## config.mk

```make
export PLATFORM = sky130hd
export DESIGN_NAME = phase_scan_ctrl
export DESIGN_NICKNAME = d
export VERILOG_FILES = /design/src/rtl/phase_scan_ctrl.sv
export SDC_FILE = /design/constraint.sdc
export NUM_CORES = 1
export LEC_CHECK = 0
export CAP_MARGIN = 40
export CORE_MARGIN = 2
export CORE_UTILIZATION = 53
export CTS_BUF_LIST = sky130_fd_sc_hd__clkbuf_8 sky130_fd_sc_hd__clkbuf_16
export CTS_CLUSTER_DIAMETER = 60
export DETAILED_ROUTE_END_ITERATION = 10
export PLACE_DENSITY = 0.77
export SLEW_MARGIN = 20
export SYNTH_ARGS = -nofsm -noshare
export SYNTH_HDL_FRONTEND = slang
export SYNTH_SLANG_ARGS = --single-unit
```

## constraint.sdc

```tcl
create_clock -name i_clock -period 2.25 [get_ports i_clock]
set_input_delay 0.5625 -clock i_clock [delete_from_list [all_inputs] [get_ports i_clock]]
set_output_delay 0.5625 -clock i_clock [all_outputs]
set_load 0.01 [all_outputs]
```

## src/rtl/phase_scan_ctrl.sv

```systemverilog
// phase_scan_ctrl: scans downsampler phases, measures BER per phase and locks onto the best one
module phase_scan_ctrl #(
    parameter int OV_SAMP   = 4,
    parameter int NB_PHASE  = 2,
    parameter int NB_WINDOW = 16,
    parameter int NB_ERR    = 16,
    parameter int SETTLE    = 16
) (
    input  logic                 i_clock,
    input  logic                 i_reset,
    input  logic                 i_enable,
    input  logic                 i_valid,
    input  logic                 i_err,
    input  logic [NB_WINDOW-1:0] i_window,
    output logic [NB_PHASE-1:0]  o_phase,
    output logic                 o_ber_rst,
    output logic                 o_busy,
    output logic                 o_locked,
    output logic [NB_ERR-1:0]    o_best_err
);
    localparam int NB_SET = $clog2(SETTLE + 1);

    typedef enum logic [2:0] {ST_IDLE, ST_SETTLE, ST_MEASURE, ST_NEXT, ST_LOCK} state_t;

    state_t               state;
    logic [NB_WINDOW-1:0] window;
    logic [NB_WINDOW-1:0] sym_cnt;
    logic [NB_WINDOW-1:0] sym_nxt;
    logic [NB_WINDOW-1:0] win_cap;
    logic [NB_ERR-1:0]    err_cnt;
    logic [NB_ERR-1:0]    err_nxt;
    logic [NB_ERR-1:0]    best_err;
    logic [NB_PHASE-1:0]  cur_phase;
    logic [NB_PHASE-1:0]  best_phase;
    logic [NB_SET-1:0]    settle_cnt;
    logic                 better;

    // next counter values, saturating error count, strict best compare, zero-window fixup
    always_comb begin
        sym_nxt = sym_cnt + 1'b1;
        err_nxt = (i_err && err_cnt != '1) ? err_cnt + 1'b1 : err_cnt;
        better  = err_cnt < best_err;
        win_cap = (i_window == '0) ? NB_WINDOW'(1) : i_window;
    end

    // scan FSM with registered outputs; abort on enable low beats every other transition
    always_ff @(posedge i_clock) begin
        o_ber_rst <= 1'b0;
        if (i_reset) begin
            state      <= ST_IDLE;
            window     <= '0;
            sym_cnt    <= '0;
            err_cnt    <= '0;
            best_err   <= '0;
            cur_phase  <= '0;
            best_phase <= '0;
            settle_cnt <= '0;
            o_phase    <= '0;
            o_busy     <= 1'b0;
            o_locked   <= 1'b0;
            o_best_err <= '0;
        end else if (state != ST_IDLE && !i_enable) begin
            state    <= ST_IDLE;
            o_phase  <= '0;
            o_busy   <= 1'b0;
            o_locked <= 1'b0;
        end else begin
            case (state)
                ST_IDLE: if (i_enable) begin
                    state      <= ST_SETTLE;
                    cur_phase  <= '0;
                    best_err   <= '1;
                    best_phase <= '0;
                    settle_cnt <= '0;
                    window     <= win_cap;
                    o_ber_rst  <= 1'b1;
                    o_busy     <= 1'b1;
                end
                ST_SETTLE: if (i_valid) begin
                    if (settle_cnt == NB_SET'(SETTLE - 1)) begin
                        state   <= ST_MEASURE;
                        err_cnt <= '0;
                        sym_cnt <= '0;
                    end else begin
                        settle_cnt <= settle_cnt + 1'b1;
                    end
                end
                ST_MEASURE: if (i_valid) begin
                    sym_cnt <= sym_nxt;
                    err_cnt <= err_nxt;
                    if (sym_nxt == window) state <= ST_NEXT;
                end
                ST_NEXT: begin
                    o_ber_rst <= 1'b1;
                    if (better) begin
                        best_err   <= err_cnt;
                        best_phase <= cur_phase;
                    end
                    if (cur_phase == NB_PHASE'(OV_SAMP - 1)) begin
                        state      <= ST_LOCK;
                        o_phase    <= better ? cur_phase : best_phase;
                        o_best_err <= better ? err_cnt : best_err;
                        o_locked   <= 1'b1;
                        o_busy     <= 1'b0;
                    end else begin
                        state      <= ST_SETTLE;
                        cur_phase  <= cur_phase + 1'b1;
                        o_phase    <= cur_phase + 1'b1;
                        settle_cnt <= '0;
                        window     <= win_cap;
                    end
                end
                default: state <= state;
            endcase
        end
    end
endmodule
```

Yosys cells after proc, flatten, opt, wreduce, memory -nomap -nowiden. Index checks and enable logic that the tools add are counted.

Register bits: 97. Input bits: 21. Output and inout bits: 21. Word-level logic and storage cells: 92.

Add/subtract/negate cells: 4. Magnitude comparators: 1. Eq/ne operators: 16. Muxes and demuxes: 37. Bitwise operators: 1. Reductions and logical operators: 20.

Operators with widths (number): 16-bit two-way mux (10); 16-bit case mux with 2 select lines (4); 16-bit by 1-bit adder with 16-bit output (second input constant) (2); 5-bit two-way mux (4); 3-bit two-way mux (6); 2-bit inequality test (second input constant) (9); 6-bit AND reduction (3); 16-bit equality test (1); 16-bit zero test (1); 16-bit less-than comparator (1); 16-bit inequality test (second input constant) (1); 5-bit case mux with 3 select lines (1); 3-bit case mux with 4 select lines (1); 3-bit AND reduction (3); 2-bit two-way mux (4); 2-bit case mux with 2 select lines (2); 3-bit by 2-bit equality test with 1-bit output (second input constant) (2); 3-bit nonzero test (2); 5-bit by 1-bit adder with 5-bit output (second input constant) (1); 5-bit by 4-bit equality test with 1-bit output (second input constant) (1); 5-bit AND reduction (1); 1-bit case mux with 2 select lines (2); 4-bit AND reduction (1); 2-bit nonzero test (2); other kinds (11) (14).

Logic depth before layout (Yosys ltp).
Word-level depth: 5. Gate-level depth with buffers: 10. Gate-level depth less buffers: 9.

Worst setup path after synthesis. Ideal clock, no wire load.

Kind: register to register. From: reg sym_cnt[3]. To: reg state[0]. Arrival: 2052 ps. Required time: 2154 ps. Slack: 103 ps. Cell stages (with the launch flop): 10. Path buffers: 3. Clock period less this slack: 2147 ps. Cell sequence: dfxtp_1 buf_6 and4_4 buf_6 and4_4 buf_6 nand3_2 xnor2_1 or4_4 o41ai_2.

Cells in the longest elaborated chain, start to end: 4.

RTL lines: start: declaration (line 27) `logic [NB_WINDOW-1:0] sym_cnt;`; start signal: assignment (line 89) `sym_cnt <= sym_nxt;`; 16-bit by 1-bit adder with 16-bit output (line 40) `sym_nxt = sym_cnt + 1'b1;`; 16-bit equality test (line 91) `if (sym_nxt == window) state <= ST_NEXT;`; 2-bit inequality test (no source line); 6-bit AND reduction (no source line); end signal: assignment (line 113) `default: state <= state;`; end: declaration (line 25) `state_t state;`.

No other way between the ends. A chain may end at the register's enable or synchronous reset.

Worst setup path after layout.
From: reg best_err[1]. To: reg o_best_err[7].

Cells in the longest elaborated chain, start to end: 2.

RTL lines: start: declaration (line 32) `logic [NB_ERR-1:0] best_err;`; start signal: assignment (line 96) `best_err <= err_cnt;`; 16-bit less-than comparator (line 42) `better = err_cnt < best_err;`; 16-bit two-way mux; end signal: assignment (line 102) `o_best_err <= better ? err_cnt : best_err;`; end: declaration (line 19) `output logic [NB_ERR-1:0] o_best_err`.

No other way between the ends.

==> results.toml <==
[timing]
maxClockFrequency_mhz = 442.3
number_of_endpoints_with_negative_hold_slack_in_the_final_report = 0
rsz0062_at_grt = "true"
timing.hold.ws_ns = 0.4756
slew_headroom = 0.6175
final-max-slew-violation-count = 0
worst_clock_skew_ns = 0.01435
post-route-min-period_ns = 2.261
worst-slew-pin-transition_ns = 0.5729
final_setup_fails = 3
setup_ws_ns = -0.01100
min_period_over_period = 1.005
tns_ns = -0.01549

[synth]
netlist_instances = 646
synth_simple_gate_area_frac = 0.2359
synthDominantAreaCellType = "sky130_fd_sc_hd__dfxtp_1"
synth_top_area_share = 0.3680
most_used_flip_flop_cell_after_synthesis = "sky130_fd_sc_hd__dfxtp_1"
post-synth-top-count-cell = "sky130_fd_sc_hd__dfxtp_1"
ys_types = 61
mappedNetlistNets = 687
ys.warnings.count = 0
synth_seq_cells = 97
synth-async-reset-ratio = 0
post_synthesis_compound_gate_area_fraction = 0.1940
ys_top_cells_by_area = "sky130_fd_sc_hd__dfxtp_1, sky130_fd_sc_hd__nor2_1, sky130_fd_sc_hd__a21oi_1, sky130_fd_sc_hd__a211oi_1, sky130_fd_sc_hd__ha_1"
multiplexer_share_of_the_synthesized_area = 0.04008
yosys.area_share.adder = 0.04743
synth-edff-count = 0
yosys.area_share.xor_xnor = 0.05644
combinational_family_with_the_most_area_after_synthesis = "simple AND/OR/NAND/NOR gates"
ys_seq_area_frac = 0.3680
post_synth_instance_area_mm2 = 0.005276
syn_area_per_cell_um2 = 8.168
synth_common_cells = "sky130_fd_sc_hd__dfxtp_1, sky130_fd_sc_hd__nor2_1, sky130_fd_sc_hd__a21oi_1"

[power_and_ir_drop]
vdd_drop_max_mv = 0.2998
power_switching_share = 0.2491
power_switching_mw = 0.8411
power.share.sequential = 0.533
post-layout-total-power_mw = 3.376
p_int_mw = 2.535
power_density_mw_per_mm2 = 500.0
power.share.clock = 0.355
share_comb_of_total_power = 0.112
cellLeakagePower_nw = 2.582

[critical_path]
sort_of_element_at_the_start_of_the_critical_path = "register"
worstSetupPathDepth = 9
crit_path_end_kind = "register"
crit_arrival_ns = 2.53
timing_worst_setup_path_type = "reg2reg"
timing.critical_path.slowest_cell_delay_ns = 0.35
critical-path-top-cell-by-count = "sky130_fd_sc_hd__buf_12"
critical_path.cell_chain = "inv_1, ha_1, a2111oi_4, o311a_4, o21ai_4, buf_12, buf_12, mux2i_2, a211oi_1"
critPathRequiredTime_ns = 2.52
critical_path_peak_fanout = 5
reg2reg_to = "o_best_err[7]$_SDFFE_PP0P_"
crit_path_top_delay_cell = "sky130_fd_sc_hd__dfxtp_1"
r2r_start = "best_err[1]$_SDFFE_PP0P_"
critical-path-top-delay-family = "compound AO/OA/AOI/OAI gates"
reg2reg_setup_slack_ns = -0.01
worst_r2r_path_depth = 9
critical_path.n_buffers_inverters = 3

[floorplan]
die_ht_um = 103.8
std_cell_rows = 36
core_mm2 = 0.009729
io-pin-count = 42
dieArea_mm2 = 0.01077
initial_core_util = 0.5423
die_w_um = 103.8

[layout]
multi_input_area_mm2 = 0.003256
nFillCells = 750
final_nets = 766
regArea_mm2 = 0.001952
antenna_cells_inserted = 0
postLayoutCellArea_mm2 = 0.006753
layout-drive-gt1-share = 0.1973
layout_overhead_on_the_synthesized_area_pct = 27.98

[worst_hold_path]
worstHoldEndpoint = "window[1]$_SDFFE_PP0P_"
worstHoldStart = "window[1]$_SDFFE_PP0P_"
hp-class = "reg2reg"
timing.hold.worst_path_depth = 2

[run_status]
violations_in_the_final_reports = "negative setup slack"
outcome = "complete, but fails checks"

[cts]
cts.sinks = 97
clock_latency_ns = 0.38
clock_tree.buffer_depth = 2
root_buffer = "sky130_fd_sc_hd__clkbuf_8"
cts-hold-fix-buffers = 0
clock_tree.htree_level_count = 3
cts_tree = "yes"
path_clk_slew_ns = 0.10
numCtsBuffers = 9

[global_routing]
grt_pass1_wl_mm = 21.95
grtUsageTotal = 0.2481
grt_antenna_before_repair = 0
grt_start_max_net_pins = 82
overflow = 0
grt_pass1_vias = 4575

[detailed_routing]
detail_route.wl_per_cell_um = 17.02
detail_route.iter0.violations = 457
postRouteAntennaNets = 0
viasPerCell = 5.891
first_pass_iters = 8
finalWirelength_mm = 14.69
detail_route.drc_violations = 0
vias = 5084

[placed_design]
placed_instance_area_mm2 = 0.006177
pre_cts_slack_ns = -0.06046
port-buffer-count = 41
gpl.final_weighted_congestion = 0.8881
dpl.hpwl_mm = 9.627

[flow_run]
max_cap_viol_count = 0
worst register-to-register path, delay by kind of cell, from the launching register on:
family / cells / cell delay, ns
compound gates: 4 / 0.97
buf+inv: 3 / 0.35
flops: 1 / 0.35
fa+ha+maj: 1 / 0.32
mux: 1 / 0.16
placed cells by master (no fill, tap or decap), drive strengths merged, types with 24 or more instances in the layout:
master / netlist / final
inv: 25 / 27
nand2: 54 / 54
o21ai: 27 / 27
a211oi: 35 / 35
xor2: 24 / 24
clkdlybuf4s50: 0 / 40
dfxtp: 97 / 97
buf: 8 / 70
nor2: 83 / 83
a21oi: 56 / 56
per-layer routing:
layer,track usage,vias up,wire (µm)
met3,0.03587,27,931
met2,0.3912,188,6879
met5,0,-,0
met4,0.08784,0,339
li1,-,2461,-
met1,0.3477,2408,6534
power by group through the flow:
| stage | logic [mW] | clock network (mW) | registers, mW |
|---|---|---|---|
| floorplan | 0.192 | 0 | 1.82 |
| global placement | 0.316 | 0 | 1.83 |
| detailed placement | 0.329 | 0 | 1.83 |
| CTS | 0.332 | 1.21 | 1.79 |
| global route | 0.411 | 1.27 | 1.80 |
| finish | 0.379 | 1.20 | 1.80 |
sequential cells by signal (all words and copies together) (netlist names):
signal and cells:
best_err 16, err_cnt 16, o_best_err 16, sym_cnt 16
window 16, settle_cnt 5, state 3, best_phase 2
cur_phase 2, o_phase 2, o_ber_rst 1, o_busy 1
o_locked 1
cells by family (layout without fill, tap and decap cells):
family,Yosys count,in the layout
and+or+nand+nor,246,246
DFF,97,97
adders and majority gates,20,20
muxes,21,21
buffers and inverters,69,153
xor gates and xnor gates,34,34
AOI/OAI and AO/OA,159,159
stage by stage:
step                instances    util
global placement          836  0.6349
floorplan                 646       -
finish                    863  0.6941
detailed placement        836  0.6349
global route              863  0.6941
CTS                       852  0.6572
layout make-up:
cell class                      count  share of cell area
Tap cell                          133             0.02464
Timing Repair Buffer              112              0.1595
Multi-Input combinational cell    480              0.4821
Inverter                           25             0.01390
Sequential cell                    97              0.2890
Clock inverter                      4            0.006300
Clock buffer                       12             0.02446
worst max path at each step:
stage	start	endpoint	slack, ns
after floorplan	sym_cnt[3]$_SDFFE_PP0P_	state[0]$_SDFFE_PP0P_	0.10
after global placement	i_valid	err_cnt[9]$_SDFFE_PP0P_	-0.03
after detailed placement	i_valid	err_cnt[9]$_SDFFE_PP0P_	-0.06
after CTS	best_err[9]$_SDFFE_PP0P_	o_best_err[3]$_SDFFE_PP0P_	-0.005
after global routing	best_err[15]$_SDFFE_PP0P_	best_err[14]$_SDFFE_PP0P_	-0.09
final	best_err[1]$_SDFFE_PP0P_	o_best_err[7]$_SDFFE_PP0P_	-0.01
what timing repair did:
action,in CTS,in global routing
buffers inserted,0,8
gates cloned,0,3
endpoints found under the setup margin,4,39
gates resized for setup,3,46
endpoints found under the hold margin,0,0
pin swaps,0,11
(Power assumes the default switching activity.)
